===== src/rtl/clock_pkg.sv =====
// Shared field constants and packed time layout for the time-of-day keeper.
// Field order in every 24-bit bundle is {hour, minute, second}.
package clock_pkg;

  localparam int FIELD_W = 8;

  localparam int SEC  = 0;
  localparam int MIN  = 1;
  localparam int HOUR = 2;

  typedef struct packed {
    logic [FIELD_W-1:0] hour;
    logic [FIELD_W-1:0] minute;
    logic [FIELD_W-1:0] second;
  } time_t;

  // 24h -> 12h display hour: 0 shows as 12, 13..23 as 1..11.
  function automatic logic [FIELD_W-1:0] fmt12(
    input logic [FIELD_W-1:0] h
  );
    if (h == '0) begin
      return FIELD_W'(12);
    end else if (h > FIELD_W'(12)) begin
      return h - FIELD_W'(12);
    end else begin
      return h;
    end
  endfunction

endpackage


===== src/rtl/mod_field_counter.sv =====
// One modulo time field: load, +/-1 adjust and carry-driven advance.
// carry_out flags that an incoming carry wraps this field to zero.
module mod_field_counter
  import clock_pkg::*;
#(
  parameter int MOD         = 60,
  parameter int RESET_VALUE = 0
) (
  input  logic               clk,
  input  logic               rst,
  input  logic               inc,
  input  logic               dec,
  input  logic               carry_in,
  input  logic               load,
  input  logic [FIELD_W-1:0] load_val,
  output logic [FIELD_W-1:0] value,
  output logic               carry_out
);

  localparam logic [FIELD_W-1:0] MAX = FIELD_W'(MOD - 1);
  localparam logic [FIELD_W-1:0] RST = FIELD_W'(RESET_VALUE);

  logic [FIELD_W-1:0] value_q;
  logic [FIELD_W-1:0] value_d;
  logic               at_max;

  assign at_max = (value_q == MAX);

  always_comb begin
    value_d = value_q;
    if (load) begin
      value_d = (load_val > MAX) ? '0 : load_val;
    end else if (inc && !dec) begin
      value_d = at_max ? '0 : value_q + 1'b1;
    end else if (dec && !inc) begin
      value_d = (value_q == '0) ? MAX : value_q - 1'b1;
    end else if (carry_in) begin
      value_d = at_max ? '0 : value_q + 1'b1;
    end
  end

  always_ff @(posedge clk or posedge rst) begin
    if (rst) begin
      value_q <= RST;
    end else begin
      value_q <= value_d;
    end
  end

  assign value     = value_q;
  assign carry_out = carry_in & at_max;

endmodule


===== src/rtl/clock_multi.sv =====
// Single-clock time-of-day keeper: tick advance, per-field adjust,
// parallel load, 12/24h display, one-shot alarm and day pulse.
module clock_multi
  import clock_pkg::*;
#(
  parameter int HOUR_MOD     = 24,
  parameter int MINUTE_MOD   = 60,
  parameter int SECOND_MOD   = 60,
  parameter int RESET_HOUR   = 8,
  parameter int RESET_MINUTE = 0,
  parameter int RESET_SECOND = 0
) (
  input  logic        clk,
  input  logic        rst,
  input  logic        en,
  input  logic        tick,
  input  logic [2:0]  signal_increase,
  input  logic [2:0]  signal_decrease,
  input  logic        load,
  input  logic [23:0] load_time,
  input  logic        mode_12h,
  input  logic        alarm_en,
  input  logic [23:0] alarm_time,
  output logic [7:0]  cur_second,
  output logic [7:0]  cur_minute,
  output logic [7:0]  cur_hour,
  output logic        cur_pm,
  output logic        alarm_hit,
  output logic        day_pulse
);

  localparam bit IS24 = (HOUR_MOD == 24);

  time_t lt;
  time_t cur;
  time_t nxt;

  logic [2:0] inc_prev_q;
  logic [2:0] dec_prev_q;
  logic [2:0] inc_f;
  logic [2:0] dec_f;
  logic       adj_ok;
  logic       any_adj;
  logic       tick_go;
  logic       sec_co;
  logic       min_co;
  logic       hr_co;
  logic       alarm_q;
  logic       alarm_d;
  logic       day_q;
  logic       day_d;

  assign lt = time_t'(load_time);

  // Adjust edges only count when running and not overridden by load.
  assign adj_ok  = en & ~load;
  assign inc_f   = signal_increase & ~inc_prev_q & {3{adj_ok}};
  assign dec_f   = signal_decrease & ~dec_prev_q & {3{adj_ok}};
  assign any_adj = |(inc_f | dec_f);
  assign tick_go = en & tick & ~load & ~any_adj;

  mod_field_counter #(
    .MOD         (SECOND_MOD),
    .RESET_VALUE (RESET_SECOND)
  ) u_sec (
    .clk       (clk),
    .rst       (rst),
    .inc       (inc_f[SEC]),
    .dec       (dec_f[SEC]),
    .carry_in  (tick_go),
    .load      (load),
    .load_val  (lt.second),
    .value     (cur.second),
    .carry_out (sec_co)
  );

  mod_field_counter #(
    .MOD         (MINUTE_MOD),
    .RESET_VALUE (RESET_MINUTE)
  ) u_min (
    .clk       (clk),
    .rst       (rst),
    .inc       (inc_f[MIN]),
    .dec       (dec_f[MIN]),
    .carry_in  (sec_co),
    .load      (load),
    .load_val  (lt.minute),
    .value     (cur.minute),
    .carry_out (min_co)
  );

  mod_field_counter #(
    .MOD         (HOUR_MOD),
    .RESET_VALUE (RESET_HOUR)
  ) u_hour (
    .clk       (clk),
    .rst       (rst),
    .inc       (inc_f[HOUR]),
    .dec       (dec_f[HOUR]),
    .carry_in  (min_co),
    .load      (load),
    .load_val  (lt.hour),
    .value     (cur.hour),
    .carry_out (hr_co)
  );

  // Time the counters will hold after this cycle's tick.
  always_comb begin
    nxt        = cur;
    nxt.second = sec_co ? '0 : cur.second + 1'b1;
    if (min_co) begin
      nxt.minute = '0;
    end else if (sec_co) begin
      nxt.minute = cur.minute + 1'b1;
    end
    if (hr_co) begin
      nxt.hour = '0;
    end else if (min_co) begin
      nxt.hour = cur.hour + 1'b1;
    end
  end

  assign alarm_d = tick_go & alarm_en &
                   (nxt == time_t'(alarm_time));
  assign day_d   = hr_co;

  always_ff @(posedge clk or posedge rst) begin
    if (rst) begin
      inc_prev_q <= '0;
      dec_prev_q <= '0;
      alarm_q    <= 1'b0;
      day_q      <= 1'b0;
    end else begin
      inc_prev_q <= signal_increase;
      dec_prev_q <= signal_decrease;
      alarm_q    <= alarm_d;
      day_q      <= day_d;
    end
  end

  assign cur_second = cur.second;
  assign cur_minute = cur.minute;
  assign cur_hour   = (mode_12h && IS24) ? fmt12(cur.hour)
                                         : cur.hour;
  assign cur_pm     = IS24 && (cur.hour >= 8'd12);
  assign alarm_hit  = alarm_q;
  assign day_pulse  = day_q;

endmodule


===== config.mk =====
export PLATFORM = sky130hd
export DESIGN_NAME = clock_multi
export DESIGN_NICKNAME = d
export VERILOG_FILES = /design/src/rtl/clock_pkg.sv /design/src/rtl/mod_field_counter.sv /design/src/rtl/clock_multi.sv
export SDC_FILE = /design/constraint.sdc
export NUM_CORES = 1
export LEC_CHECK = 0
export CAP_MARGIN = 15
export CELL_PAD_IN_SITES_DETAIL_PLACEMENT = 0
export CELL_PAD_IN_SITES_GLOBAL_PLACEMENT = 2
export CORE_MARGIN = 2
export CORE_UTILIZATION = 30
export DETAILED_ROUTE_END_ITERATION = 7
export PLACE_DENSITY_LB_ADDON = 0.1
export SYNTH_ARGS = -nofsm -noshare
export SYNTH_HDL_FRONTEND = slang
export SYNTH_SLANG_ARGS = --single-unit
export TNS_END_PERCENT = 10

===== constraint.sdc =====
create_clock -name clk -period 4.05 [get_ports clk]
set_input_delay 0.81 -clock clk [delete_from_list [all_inputs] [get_ports clk]]
set_output_delay 0.81 -clock clk [all_outputs]
set_load 0.03 [all_outputs]

==> results.txt, run 1 <==
- Main area contributors after synthesis: dfrtp_1 (20%), ha_1 (6.6%), nand2_1 (5.9%)
- Unrepaired setup endpoints after global routing: false
- After detailed routing, the number of remaining DRC violations is 0.
- Antenna violations before repair: 0
* Placeable core region: 12800 um2
- Avg Cell Area, Syn: 7.66 um2
- The final count of hold timing violations is 0.
- Number of flops mapped to enable cells by yosys: 0
- The first global-routing pass estimated 21900 um of wire.
- Layout-stage area growth over the synthesis result: 26.1%
- The critical path in this run is classified as flip-flop to primary output.
- Setup violations remaining at the end of the flow were counted as 0.
* Standard-cell rows: 41
* Portion of total power attributed to the clock network: 25.5%
* Post-route worst hold slack: 0.655 ns
- Of the post-synthesis cell area, the dominant cell type holds 19.6%.
- Sequential cells burn 28.4% of the power.
* Worst-path cell chain: ha_1, inv_1, o21ai_0, nand2_1, a211oi_1, nand2_1, xnor2_1, clkdlybuf4s50_1
- The worst setup path is launched from a flip-flop.
- Accumulated negative setup slack: 0 ns
* Slowest cell delay on critical path: 0.68 ns
- After synthesis, the netlist uses 76 different library cells.
- On the critical path the largest part of the delay comes from buffers and inverters.
* Maximum number of pins on one net before global-route repair: 33
* Seq cells post-synth: 32
- The cell that appears most often on the critical path is nand2_1.
* Total iterations of the first detailed-routing run: 5
- Once detailed placement completed, the half-perimeter wirelength came to 10400 um.
- The repair_antennas step left the layout with diodes totalling 0.
* Yosys Warn Count: 0
- Hold_buf cts: 0
- Worst min-delay path category: flip-flop to flip-flop
- Crit-path max FO: 11
* Vias/cell: 5.52
- Final cell count without fillers: 746
- For this design the static power due to leakage is 0.00195 uW.
- Measured against its own limit, the worst slew margin works out to 50.0%.
* Fraction of power consumed by combinational cells: 46.1%
* Arrival time at the worst endpoint: 2.99 ns
* Height of the chip: 119 um
* Count of buffers from port buffering: 87
* Req. time, crit path: 3.24 ns
- Switching Share: 41.7%
- Period minus WS final: 3.80 ns
- The internal power of the cells totals 914 uW.
- Die extent in x: 119 um
* Number of DRC markers after the initial detailed-route iteration: 225
* Clock edge transition at the registers on the reported setup and hold paths: 0.06 ns
* Clock tree from TritonCTS: done
* Num CTS Buffers: 5
- Global Route Usage Sum: 19.5%
- Setup slack of the most critical reg-to-reg path: 1.24 ns
* Overall overflow remaining after global route: 0
- Share of the clock period used by the worst path after layout: 93.8%
* Wire length per cell after detailed routing: 18.2 um
* Maximum buffer depth of the clock tree: 2
- In this run the cell area of the synthesized design comes to 3960 um2.
* Synthesized instance count: 517
- Between clock sinks in the finished design, the worst skew comes to 0.0111 ns.
- Final antenna-violating net count: 0
- The initial utilization of the core area, before any placement, comes to 31.0%.
- Synthesized Nets: 599
- The worst setup path is captured at a primary output.
- In the final design database the tool counted 655 nets.
- Sequential cells were found to cover 20.3% of the synthesized design area.
- After detailed placement, the design holds a cell count of 738.
- I/O pin count: 88
* Full die area: 14100 um2
- Before CTS, the worst setup slack after placement is 0.350 ns.
* Top achievable clock speed: 263 MHz
- Transition time of the tightest slew-check pin: 0.743 ns
- Max rail drop VDD: 162 uV
- Across all setup checks in the final design, the least slack found is 0.252 ns.
- Clk Latency, worst-skew pair: 0.30 ns
- Root Driver: clkbuf_16
- Util after Layout: 39.1%
- Area leader, netlist: dfrtp_1
- Counting flops with an async set or reset pin after synthesis yields a share of 100%.
- The run finished with clean final reports.
- Sink Count: 32
* Placer Congestion: 0.859
* Post-cts gate resize count: 0
* Combined buffer and inverter count along the critical path: 2
- Share of cells above drive strength 1: 6.79%
- After clock tree synthesis, the setup repair step added 0 buffers.
* Vias in the first global route: 4012
* Drt total wl: 13600 um
- Power spread over the standard cell area amounts to 314 nW/um2.
- Number of max-cap violations: 0
- The final number of max-transition violations is 0.
- Slowest stage cell, crit path: clkdlybuf4s50_1
* Via total after detailed routing: 4120
- CTS built an H-tree with a depth of 2.
* Top_reg_cell synth: dfrtp_1
- For this design the total switching power over the nets is 653 uW.
[sequential cells by signal, summed over array words and instances (netlist names)]
signal,flops
u_sec.value,8
alarm_hit,1
u_hour.value,8
dec_prev_q,3
day_pulse,1
u_min.value,8
inc_prev_q,3
[worst reg2reg max path: stages (launching register included)]
cell and delay, ns:
dfrtp_1 0.51, ha_1 0.42, nor4b_4 0.27, nand2_1 0.33, nor4b_1 0.36, o21ai_0 0.14, a2111oi_2 0.39, nand4_1 0.16
nor4_2 0.15
[per-layer routing]
layer | up-vias | GRT usage [%] | wire [um]
met5 | - | 0 | 0
met4 | 0 | 3.57 | 108
met3 | 9 | 3.88 | 766
met2 | 134 | 29.8 | 6020
met1 | 1972 | 28.6 | 6710
li1 | 2005 | - | -
[synth_stat cells (all sizes together), types with 2 or more instances]
library cell / number
nor3: 22
inv: 21
o31ai: 4
nand2: 62
nand3: 19
nor2: 36
nand3b: 8
o221ai: 7
a211oi: 5
and4b: 2
o32ai: 2
nand2b: 5
ha: 21
and4: 5
a221o: 5
a2bb2oi: 2
a21oi: 30
a31oi: 10
nor2b: 6
o21ai: 32
a21boi: 2
dfrtp: 31
clkbuf: 16
o211ai: 2
and2: 5
or4: 2
o22ai: 5
nand4: 10
or3: 5
a22oi: 6
buf: 35
xor2: 18
mux2i: 2
nor4: 11
o311ai: 2
xnor2: 22
a2111oi: 3
a21o: 2
and3: 5
a32oi: 3
nor4b: 3
a221oi: 6
[area by class of cell]
class	instances	area, um2
Timing Repair Buffer	100	968
Tap cell	172	215
Clock buffer	8	146
Sequential cell	32	802
Multi-Input combinational cell	413	2780
Inverter	21	78.8
Fill cell	1334	7780
[per-stage QoR]
| stage | instance area, um2 | power (uW) |
|---|---|---|
| after floorplan | 3960 | 929 |
| after global placement | 4850 | 1180 |
| after detailed placement | 4850 | 1170 |
| after CTS | 4990 | 1580 |
| after global routing | 4990 | 1670 |
| final | 4990 | 1570 |
[power groups by stage]
stage | Clock, uW | Combinational, uW | Sequential [uW]
global route | 425 | 788 | 456
global placement | 0 | 726 | 450
detailed placement | 0 | 721 | 450
floorplan | 0 | 540 | 389
finish | 400 | 722 | 445
CTS | 413 | 725 | 444
[kinds of logic (layout without fill, tap and decap cells)]
| group | Yosys count | after routing | share of synthesized area [%] |
|---|---|---|---|
| and+or+nand+nor | 209 | 209 | 29.2 |
| AOI/OAI and AO/OA | 139 | 139 | 24.2 |
| buffers and inverters | 72 | 129 | 9.45 |
| xor gates and xnor gates | 41 | 41 | 9.42 |
| DFF | 32 | 32 | 20.3 |
| adders and majority gates | 21 | 21 | 6.64 |
| muxes | 3 | 3 | 0.790 |
[worst paths after layout]
kind                            startpoint               to  cells after the start
max                        u_hour.value[3]      cur_hour[7]                      8
min                         u_sec.value[6]   u_sec.value[6]                      2
max reg2reg                 u_min.value[1]        alarm_hit                      8
min reg2reg                 u_sec.value[6]   u_sec.value[6]                      2
max in group asynchronous              rst   u_min.value[7]                      3
min in group asynchronous              rst  u_hour.value[5]                      3
[cells in the final DEF (no fill, tap or decap), types with 4 or more instances in the layout]
master and instances:
clkdlybuf4s50_1 87, nand2_1 62, nor2_1 34, dfrtp_1 31, a21oi_1 30, o21ai_0 28
xnor2_1 22, inv_1 21, ha_1 21, nor3_1 20, nand3_1 18, xor2_1 18
buf_4 13, a31oi_1 10, nor4_1 9, nand4_1 9, nand3b_1 8, o221ai_1 7
nor2b_1 6, a221oi_1 6, a22oi_1 6, nand2b_1 5, a211oi_1 5, or3_1 5
and3_1 5, o22ai_1 5, a221o_1 5, clkbuf_16 5, and2_1 4, o31ai_1 4
Power figures use the tool's default switching activity.
==> run 2, diff against run 1 <==
Settings changed: DONT_BUFFER_PORTS set to 1.
Clock period 4.05 ns to 4.2 ns, I/O delays scaled along.
==> run 2 against run 1 <==
Final cell count decreased by 13%. Non-clock buffer count decreased by 94. Routed wire length is 0.77% higher. Power fell by 9.1%. Sequential power increased by 8.1%. Via count shrank 9.6%. Clock power increased by 11%. Worst hold slack worse by 0.11 ns. Sequential share of layout area increased by 3.5 points. Global-route usage increased by 0.52 points. Utilization down 7.1 points.
==> results.txt, run 2 (synthesis gave the netlist of run 1 again) <==
* Layout-stage area growth over the synthesis result: 3.35%
- On the final layout, the worst clock skew is 0.00900 ns.
- At the pin with the least slew margin, the transition time is 0.937 ns.
* Setup Crit Path Kind: flip-flop to primary output
* Accumulated negative setup slack: 0 ns
- Count of nets after finishing: 561
* Overall overflow remaining after global route: 0
* Placement Cell Area: 3920 um2
- Most common cell after layout, fill and taps aside: nand2_1
* Kind of launch point of the worst setup path: flip-flop
* First-pass GRT wire length: 22200 um
* Final cell count without fillers: 652
- Height of the chip: 119 um
* Setup violators final: 0
- At the worst endpoint, the arrival time is 2.74 ns.
* Hold_buf cts: 0
* Starting density of the core: 31.0%
- Clock-pin slew was measured on the worst setup and hold paths at 0.06 ns.
* Req. time, crit path: 3.36 ns
- Placeable core region: 12800 um2
* Commonest cells after routing, fill and taps aside: nand2_1 (62), nor2_1 (34), dfrtp_1 (31)
- Detailed-route DRC error count: 0
* Placed cell count: 644
- Status: completed
- The number of gates resized after CTS was 0.
- Final-report hold violation count: 0
- Wire length per cell after detailed routing: 21.0 um
- Standard-cell rows: 41
- The worst setup path is captured at a primary output.
- The first detailed-routing pass took 5 iterations.
- The HPWL after detailed placement is 10400 um.
* Share of the clock period used by the worst path after layout: 85.3%
- Count of buffers from port buffering: 0
* H-tree lvl count: 2
* Period minus WS final: 3.58 ns
* Final antenna-violating net count: 0
- The die is 119 um wide.
- Pwr/cell area: 348 nW/um2
* Antenna violations before repair: 0
- The path class of the tightest hold or removal check is input port to async pin.
* Top achievable clock speed: 279 MHz
- Final cell area excluding filler cells: 4090 um2
- Gr busiest metal: met2
* Worst relative slew slack: 36.9%
- The routed design has 13700 um of wire.
- Along the worst path, the maximum fanout reaches 11.
- The floorplan step defined a die boundary enclosing 14100 um2.
* Standby leakage power: 0.00159 uW
- For this design the top-level I/O count stands at 88.
* Routing usage on met3: 4.65%
- The final route contains 3723 vias.
* Number of DRC markers after the initial detailed-route iteration: 298
* Vias in the first global route: 3750
* Clock tree from TritonCTS: done
* M2 GR Usage: 29.6%
* Sink Count: 32
- Post-CTS Repair Setup Buffers: 0
- Global Route Usage Sum: 20.0%
- Root Driver: clkbuf_16
* Antenna diode count: 0
- For met1 alone, demand over resource in global routing was 29.5%.
- Across the run, the number of max-cap violations was 0.
- No sink is reached through more buffers than the 2 on the longest clock path.
* Clk Latency, worst-skew pair: 0.30 ns
- Unrepaired setup endpoints after global routing: false
- Placer Congestion: 0.814
- Max rail drop VDD: 206 uV
* Vias/cell: 5.71
* Maximum number of pins on one net before global-route repair: 33
* Number of max-slew violations in the final report: 0
- Num CTS Buffers: 5
- Of the cells placed in the final design, the portion with a size suffix greater than 1 is 7.08%.
run 2: critical path, stage by stage, from the launching register on:
cell,delay (ns)
dfstp_2,0.68
ha_1,0.31
inv_1,0.09
o21ai_0,0.15
nand2_1,0.18
a211oi_1,0.37
nand2_1,0.11
xnor2_1,0.56
run 2: worst paths after layout:
| path | from | end | slack [ns] | cells past startpoint |
|---|---|---|---|---|
| min in group clk | signal_decrease[1] | dec_prev_q[1] | 0.57 | 0 |
| max reg2reg | u_min.value[1] | alarm_hit | 1.13 | 8 |
| min | rst | u_hour.value[6] | 0.55 | 2 |
| min reg2reg | u_hour.value[0] | u_hour.value[0] | 0.72 | 2 |
| max in group asynchronous | rst | u_min.value[3] | 3.29 | 2 |
| max | u_hour.value[3] | cur_hour[7] | 0.62 | 7 |
run 2: metal layers:
layer  vias to the layer above  wire length [um]
met4                         0               164
met2                       116              5960
met5                         -                 0
met1                      1784              6760
li1                       1811                 -
met3                        12               823
run 2: area by class of cell:
type,instances,area (um2)
fill,1360,8680
multi-input combinational,413,2780
sequential,32,802
tap,172,215
clock buffer,5,125
inverter,21,78.8
timing repair buffer,6,45.0
clock inverter,3,42.5
run 2: power breakdown:
part	leakage [uW]	total, uW	internal (uW)	switching (uW)
combinational	0.00110	500	194	306
clock	0.0000798	443	279	164
sequential	0.000406	481	337	143
total	0.00159	1420	810	613
run 2: stage by stage:
stage / total power, uW / hold slack (ns) / worst slack [ns] / utilization [%]
final: 1420 / 0.548 / 0.616 / 32.0
after global routing: 1530 / 0.556 / 0.283 / 32.0
after CTS: 1440 / 0.558 / 0.550 / 32.0
after detailed placement: 988 / 0.715 / 0.562 / 30.7
after global placement: 990 / 0.712 / 0.623 / 30.7
after floorplan: 895 / 0.584 / 1.13 / -
